==> src/rtl/alu_pipe.sv <==
// alu_pipe: two-stage pipelined ALU with valid/ready handshakes on both sides.
//
// Ports:
//   clk, reset                 clock and asynchronous active-high reset
//   in_valid / in_ready        upstream handshake
//   instr_ID, op_a, op_b, rd   opcode (1..12), operands and destination tag
//   out_valid / out_ready      downstream handshake
//   out_result, out_rd         computed value and carried tag
//   out_we, out_ovf, out_ill   writeback enable, signed overflow, illegal opcode
//   retired_cnt                wrapping count of consumed results
//
// S1 holds the raw operation; the ALU evaluates S1 combinationally and S2
// registers the result and flags.
module alu_pipe #(
    parameter int unsigned WIDTH   = 32,
    parameter int unsigned SHAMT_W = 5,
    parameter int unsigned TAG_W   = 5,
    parameter int unsigned CNT_W   = 16
) (
    input  logic             clk,
    input  logic             reset,
    input  logic             in_valid,
    output logic             in_ready,
    input  logic [31:0]      instr_ID,
    input  logic [WIDTH-1:0] op_a,
    input  logic [WIDTH-1:0] op_b,
    input  logic [TAG_W-1:0] rd,
    output logic             out_valid,
    input  logic             out_ready,
    output logic [WIDTH-1:0] out_result,
    output logic [TAG_W-1:0] out_rd,
    output logic             out_we,
    output logic             out_ovf,
    output logic             out_ill,
    output logic [CNT_W-1:0] retired_cnt
);

    // Stage S1 state
    logic             r_s1_valid;
    logic [31:0]      r_s1_op;
    logic [WIDTH-1:0] r_s1_a;
    logic [WIDTH-1:0] r_s1_b;
    logic [TAG_W-1:0] r_s1_rd;

    // Stage S2 state
    logic             r_s2_valid;
    logic [WIDTH-1:0] r_s2_result;
    logic [TAG_W-1:0] r_s2_rd;
    logic             r_s2_we;
    logic             r_s2_ovf;
    logic             r_s2_ill;
    logic [CNT_W-1:0] r_cnt;

    logic             w_s2_free;
    logic             w_consume;
    logic [WIDTH-1:0] w_sum;
    logic [WIDTH-1:0] w_diff;
    logic             w_add_ovf;
    logic             w_sub_ovf;
    logic [WIDTH-1:0] w_result;
    logic             w_ovf;
    logic             w_ill;

    assign w_s2_free = !r_s2_valid || out_ready;
    assign in_ready  = !r_s1_valid || w_s2_free;
    assign w_consume = r_s2_valid && out_ready;

    assign w_sum  = r_s1_a + r_s1_b;
    assign w_diff = r_s1_a - r_s1_b;

    // Add: like-signed operands producing a differently-signed sum.
    assign w_add_ovf = (r_s1_a[WIDTH-1] == r_s1_b[WIDTH-1]) &&
                       (w_sum[WIDTH-1] != r_s1_a[WIDTH-1]);
    // Sub: unlike-signed operands with the result sign departing from op_a.
    assign w_sub_ovf = (r_s1_a[WIDTH-1] != r_s1_b[WIDTH-1]) &&
                       (w_diff[WIDTH-1] != r_s1_a[WIDTH-1]);

    always_comb begin
        w_result = '0;
        w_ovf    = 1'b0;
        w_ill    = 1'b0;
        case (r_s1_op)
            32'd1, 32'd5: begin
                w_result = w_sum;
                w_ovf    = w_add_ovf;
            end
            32'd3, 32'd6: w_result = w_sum;
            32'd2: begin
                w_result = w_diff;
                w_ovf    = w_sub_ovf;
            end
            32'd4:         w_result = w_diff;
            32'd7, 32'd9:  w_result = r_s1_a & r_s1_b;
            32'd8, 32'd10: w_result = r_s1_a | r_s1_b;
            32'd11:        w_result = r_s1_a << r_s1_b[SHAMT_W-1:0];
            32'd12:        w_result = r_s1_a >> r_s1_b[SHAMT_W-1:0];
            default:       w_ill    = 1'b1;
        endcase
    end

    always_ff @(posedge clk or posedge reset) begin
        if (reset) begin
            r_s1_valid <= 1'b0;
            r_s1_op    <= '0;
            r_s1_a     <= '0;
            r_s1_b     <= '0;
            r_s1_rd    <= '0;
        end else if (in_ready) begin
            r_s1_valid <= in_valid;
            r_s1_op    <= instr_ID;
            r_s1_a     <= op_a;
            r_s1_b     <= op_b;
            r_s1_rd    <= rd;
        end
    end

    always_ff @(posedge clk or posedge reset) begin
        if (reset) begin
            r_s2_valid  <= 1'b0;
            r_s2_result <= '0;
            r_s2_rd     <= '0;
            r_s2_we     <= 1'b0;
            r_s2_ovf    <= 1'b0;
            r_s2_ill    <= 1'b0;
        end else if (w_s2_free) begin
            r_s2_valid  <= r_s1_valid;
            r_s2_result <= w_result;
            r_s2_rd     <= r_s1_rd;
            r_s2_we     <= !w_ovf && !w_ill;
            r_s2_ovf    <= w_ovf;
            r_s2_ill    <= w_ill;
        end
    end

    always_ff @(posedge clk or posedge reset) begin
        if (reset) begin
            r_cnt <= '0;
        end else if (w_consume) begin
            r_cnt <= r_cnt + CNT_W'(1);
        end
    end

    assign out_valid   = r_s2_valid;
    assign out_result  = r_s2_result;
    assign out_rd      = r_s2_rd;
    assign out_we      = r_s2_we;
    assign out_ovf     = r_s2_ovf;
    assign out_ill     = r_s2_ill;
    assign retired_cnt = r_cnt;

endmodule

==> config.mk <==
export PLATFORM = sky130hd
export DESIGN_NAME = alu_pipe
export DESIGN_NICKNAME = d
export VERILOG_FILES = /design/src/rtl/alu_pipe.sv
export SDC_FILE = /design/constraint.sdc
export NUM_CORES = 1
export LEC_CHECK = 0
export CORE_UTILIZATION = 45
export CTS_CLUSTER_SIZE = 8
export DETAILED_ROUTE_END_ITERATION = 7
export PLACE_DENSITY = 0.73
export SETUP_SLACK_MARGIN = 0.3
export SYNTH_ARGS = -nofsm -noshare
export SYNTH_HDL_FRONTEND = slang
export SYNTH_SLANG_ARGS = --single-unit
==> constraint.sdc <==
create_clock -name clk -period 7.8 [get_ports clk]
set_clock_uncertainty 0.2 [all_clocks]
set_input_delay 2.34 -clock clk [delete_from_list [all_inputs] [get_ports clk]]
set_output_delay 2.34 -clock clk [all_outputs]
set_load 0.005 [all_outputs]
; ---- Yosys cells after proc, flatten, opt, wreduce, memory -nomap -nowiden
; Cells that the tools add are included.
[totals]
ff_bits = 159
romBits = 0
ram_bits = 0
elab_cells = 53
output_inout_bits = 58
n_memories = 0
in_bits = 105
latchBits = 0
[classes]
magnitude_cmp = 0
add_sub_neg = 3
mux = 3
n_reduce_logical = 15
div_mod_pow = 0
multipliers = 0
shifts = 2
n_eq_ne = 16
bitwise_logic = 2
[ops]
columns = op, count
row1 = $pmux 32 s6, 1
row2 = $eq 32x4->1 const B, 5
row3 = $eq 32x3->1 const B, 4
row4 = $eq 32x2->1 const B, 2
row5 = $add 32x32->32, 1
row6 = $and 32x32->32, 1
row7 = $eq 32x1->1 const B, 1
row8 = $or 32x32->32, 1
row9 = $shl 32x5->32, 1
row10 = $shr 32x5->32, 1
row11 = $sub 32x32->32, 1
row12 = $add 16x1->16 const B, 1
row13 = $reduce_or 12->1, 1
row14 = $reduce_or 2->1, 4
row15 = $logic_and 1x1->1, 4
row16 = $reduce_or 4->1, 1
row17 = $logic_not 1->1, 3
row18 = $ne 1x1->1, 3
row19 = $logic_or 1x1->1, 2
row20 = $pmux 1 s2, 1
row21 = $eq 1x1->1, 1
row22 = $mux 1, 1

; ---- Longest topological paths before layout
[logic_depth]
depth_word = 6
mapped_depth = 14
mapped_depth_nobuf = 12

; ---- Worst setup path after synthesis
; Ideal clock, no wire load.
[synth_timing]
kind = input port to output port
startpoint = input out_ready
endpoint = output in_ready
n_path_buf = 3
required_ps = 5260
t_arrival_ps = 3240
setup_slack_ps = 2020
stages = 5
path_cell_list = nor2b_1 clkbuf_1 nand2_1 buf_1 clkbuf_1
[synth_between]
elab_chain_cells = 2
[synth_lines]
columns = element, line
row1 = "start, declared", 29  ; input logic out_ready,
row2 = $logic_or 1x1->1, 64  ; assign w_s2_free = !r_s2_valid || out_ready;
row3 = $logic_or 1x1->1, 65  ; assign in_ready = !r_s1_valid || w_s2_free;
row4 = "end, declared", 23  ; output logic in_ready,
; No other way between the ends.

; ---- Worst setup path after layout
; Ends and elaborated chain as after synthesis.

==> impl_table.tex <==
\begin{tabular}{lr}
\hline
Metric & Value \\
\hline
\multicolumn{2}{l}{\textbf{Run status}} \\
\quad Run status & complete, no violations \\
\multicolumn{2}{l}{\textbf{Routing}} \\
\quad Pre-antenna DRT Iters & 8 \\
\quad Detail Route Antenna Nets & 0 \\
\quad Starting DRT DRC Count & 2031 \\
\quad Avg WL per Cell & 25.4 microns \\
\quad Wire length reported by the detailed router & 55.9 mm \\
\quad Via density & 6.56 \\
\quad Total number of vias & 14400 \\
\quad Residual DRC count & 0 \\
\multicolumn{2}{l}{\textbf{STA}} \\
\quad Tightest slew margin relative to the limit & 18.3\% \\
\quad Pins Over Slew Limit & 0 \\
\quad Final critical path time including I/O delays and setup & 6.18 ns \\
\quad Worst slew pin tran & 1.19 ns \\
\quad Final hold violation count & 0 \\
\quad Setup repair after global routing missed its margin & false \\
\quad Timing-limited maximum frequency & 162 MHz \\
\quad TNS Setup & 0 ns \\
\quad Total of endpoints with negative setup slack in the final report & 0 \\
\quad Post-route clock period utilization & 79.2\% \\
\multicolumn{2}{l}{\textbf{Finish}} \\
\quad Post-Layout Inst Area & 16900 sq um \\
\quad Ratio of cells with drive above 1 in the final layout & 10.5\% \\
\quad Count of fill cells added during filler insertion & 2957 \\
\quad Area added between synthesis and finish & 16.4\% \\
\quad Number of nets in the layout & 1998 \\
\multicolumn{2}{l}{\textbf{Die}} \\
\quad Starting density of the core & 45.9\% \\
\quad Die boundary height & 182 microns \\
\quad Die footprint & 33000 sq um \\
\quad Horizontal die dimension & 182 microns \\
\quad Std-Cell Core Area & 31600 sq um \\
\quad Std cell rows & 65 \\
\quad I/O pin count & 163 \\
\multicolumn{2}{l}{\textbf{Pwr}} \\
\quad Peak supply drop & 175 uV \\
\quad Leak pwr & 7.11 nW \\
\quad Power Dens Cells & 193 nW/um\^{}2 \\
\multicolumn{2}{l}{\textbf{Critical path}} \\
\quad Worst Path Arrival & 3.64 ns \\
\quad Worst Path Class, Setup & input pin to primary output \\
\quad Kind of start point of the critical path & input pin \\
\quad Highest net fanout along the worst path & 4 \\
\quad Register-to-register path setup slack & 3.28 ns \\
\quad Data required time at the worst endpoint & 5.26 ns \\
\quad Worst Setup End Kind & primary output \\
\multicolumn{2}{l}{\textbf{Global route}} \\
\quad Initial antenna violation count & 1 \\
\quad Total routing usage reported by global routing & 34.3\% \\
\quad Pin count of the biggest net entering global routing & 168 \\
\quad Number of global-route vias before repair & 13900 \\
\quad Leftover overflow at the end of global routing & 0 \\
\quad First-pass GRT wire length & 85.0 mm \\
\multicolumn{2}{l}{\textbf{Yosys}} \\
\quad Net count after synthesis & 1916 \\
\quad Xor/xnor cell area share of the yosys netlist & 2.05\% \\
\quad Distinct cell type count after synthesis & 93 \\
\quad Synthesized area divided by synthesized cell count & 8.53 sq um \\
\quad Cell Area, Synth & 14500 sq um \\
\quad Yosys warnings & 0 \\
\quad Main combinational cell family by area after synthesis & compound AO/OA/AOI/OAI gates \\
\quad Synthesized-area fraction occupied by adder cells & 9.50\% \\
\quad Asr flop ratio synth & 100\% \\
\quad Primary FF master, synth & dfrtp\_1 \\
\quad Cells after synthesis & 1702 \\
\quad Share of cell area taken by muxes after synthesis & 14.7\% \\
\quad Compound-Gate Fraction of Synth Area & 23.5\% \\
\quad Count of state elements after synthesis & 159 \\
\quad Post-synth EDFFs & 0 \\
\quad Area fraction in and, or, nand and nor cells after synthesis & 16.8\% \\
\quad Sequential area share after synthesis & 27.4\% \\
\multicolumn{2}{l}{\textbf{Clock network}} \\
\quad Number of buffers added to fix hold violations after cts & 0 \\
\quad Clock slew seen by the registers of the worst setup and hold paths & 0.06 ns \\
\quad CTS Buffer Depth & 2 \\
\quad H-tree levels & 4 \\
\quad Skew-Pair Late Insertion Delay & 0.46 ns \\
\quad Clock sinks & 159 \\
\quad Post-CTS sizing & 0 \\
\quad TritonCTS clock tree & done \\
\quad Buffer cell driving the clock tree root & clkbuf\_16 \\
\quad Post-CTS setup buffers & 0 \\
\quad Clock buffers created by TritonCTS & 17 \\
\multicolumn{2}{l}{\textbf{Placement}} \\
\quad Post-DP HPWL & 41.6 mm \\
\quad Cell area after placement & 16300 sq um \\
\quad Port Buf Inserts & 162 \\
\quad Weighted congestion at the end of routability-driven global placement & 1.03 \\
\multicolumn{2}{l}{\textbf{Hold path}} \\
\quad Type of the worst min-delay path & flop to flop \\
\multicolumn{2}{l}{\textbf{Job}} \\
\quad Total of max-cap violations & 0 \\
\hline
\end{tabular}
==> power breakdown <==
group          switching, mW  internal, mW  leakage [nW]  total (mW)
Clock                  0.409         0.427         0.273       0.837
Combinational          0.825         0.557          4.88        1.38
Sequential             0.148         0.904          1.96        1.05
Total                   1.38          1.89          7.11        3.27
==> synth_stat cells, types with 17 or more instances <==
cell type / n / area share (%)
a211oi_1: 23 / 1.2
a21oi_1: 93 / 3.2
a221oi_1: 29 / 1.7
buf_1: 17 / 0.44
buf_2: 27 / 0.93
clkbuf_1: 70 / 1.8
dfrtp_1: 159 / 27
ha_1: 107 / 9.2
inv_1: 91 / 2.4
mux2_2: 49 / 3.8
mux2i_1: 43 / 3.0
mux4_2: 51 / 7.9
nand2_1: 224 / 5.8
nand3_1: 26 / 0.90
nor2_1: 143 / 3.7
nor3_1: 37 / 1.3
nor4_1: 18 / 0.78
o211ai_1: 17 / 0.88
o21ai_0: 145 / 5.0
o22ai_1: 22 / 0.95
xnor2_1: 28 / 1.7
==> registers in the layout, indices dropped and copies added, names as in the netlist <==
name	flops
out_valid	1
retired_cnt	16
out_rd	5
out_result	32
r_s1_valid	1
r_s1_rd	5
out_we	1
out_ovf	1
r_s1_op	32
out_ill	1
r_s1_b	32
r_s1_a	32
==> cell families after synthesis <==
group,Yosys count
AND/OR/NAND/NOR,537
flip-flops,159
AO/OA/AOI/OAI,504
XOR/XNOR,34
adder cells (fa/ha/maj),109
buffers and inverters,216
multiplexers,143
==> layer usage <==
metal | part of all wire (%) | vias up | GRT usage [%]
met4 | 5.3 | 0 | 17.8
met2 | 44 | 877 | 51.4
met3 | 10 | 172 | 8.82
met1 | 41 | 6970 | 45.4
met5 | 0 | - | 0
li1 | - | 6403 | -
==> critical path, stage by stage <==
cell             delay (ns)
clkdlybuf4s50_1        0.57
nor2b_4                0.07
nand2_4                0.13
clkdlybuf4s50_1        0.52
==> placed cells by master, fill, tap and decap left out, drive strengths merged, types with 7 or more instances in the layout <==
master           n
a22oi           13
o22ai           22
mux2            49
nand4            8
nor3            41
or3             15
inv            101
a221o            9
nor4            20
xnor2           28
o21bai          16
o31ai            8
nand2          224
a21o            14
and3             8
ha             107
a21oi           95
nand2b          16
o211ai          17
nor2           144
o221ai          15
a221oi          29
clkdlybuf4s50  162
mux4            51
clkbuf          19
a211oi          24
dfrtp          159
or4              9
a31oi           16
nand3           26
nor2b           10
o21ai          150
a211o            7
buf             21
mux2i           43
==> stage by stage <==
step	instances	util, %	hold slack, ns	setup WS [ns]	power, mW
finish	2200	53.4	0.263	1.62	3.27
global route	2198	53.4	0.284	1.61	3.42
CTS	2197	53.4	0.271	1.62	3.23
detailed placement	2166	51.6	0.257	1.63	2.39
global placement	2166	51.6	0.248	1.64	2.38
floorplan	1702	-	0.235	0.968	1.93
==> cell type report <==
| class | count | area [sq um] | area share [%] |
|---|---|---|---|
| clock buffer | 18 | 439 | 2.60 |
| clock inverter | 13 | 123 | 0.725 |
| timing repair buffer | 184 | 1800 | 10.6 |
| sequential | 159 | 3990 | 23.6 |
| multi-input combinational | 1327 | 9690 | 57.3 |
| inverter | 95 | 362 | 2.14 |
| antenna | 2 | 5.00 | 0.0296 |
| tap | 402 | 503 | 2.98 |
==> path summary, 6_finish.rpt <==
check	to	cells past startpoint	from
worst max-delay path	in_ready	4	out_ready
worst min-delay path	out_rd[0]	2	out_rd[0]
worst max register to register	out_result[6]	8	r_s1_b[0]
worst min register to register	out_rd[0]	2	out_rd[0]
max in group asynchronous	r_s1_a[20]	3	reset
min in group asynchronous	r_s1_op[31]	2	reset
No activity file was read; power rests on OpenSTA's default activity.
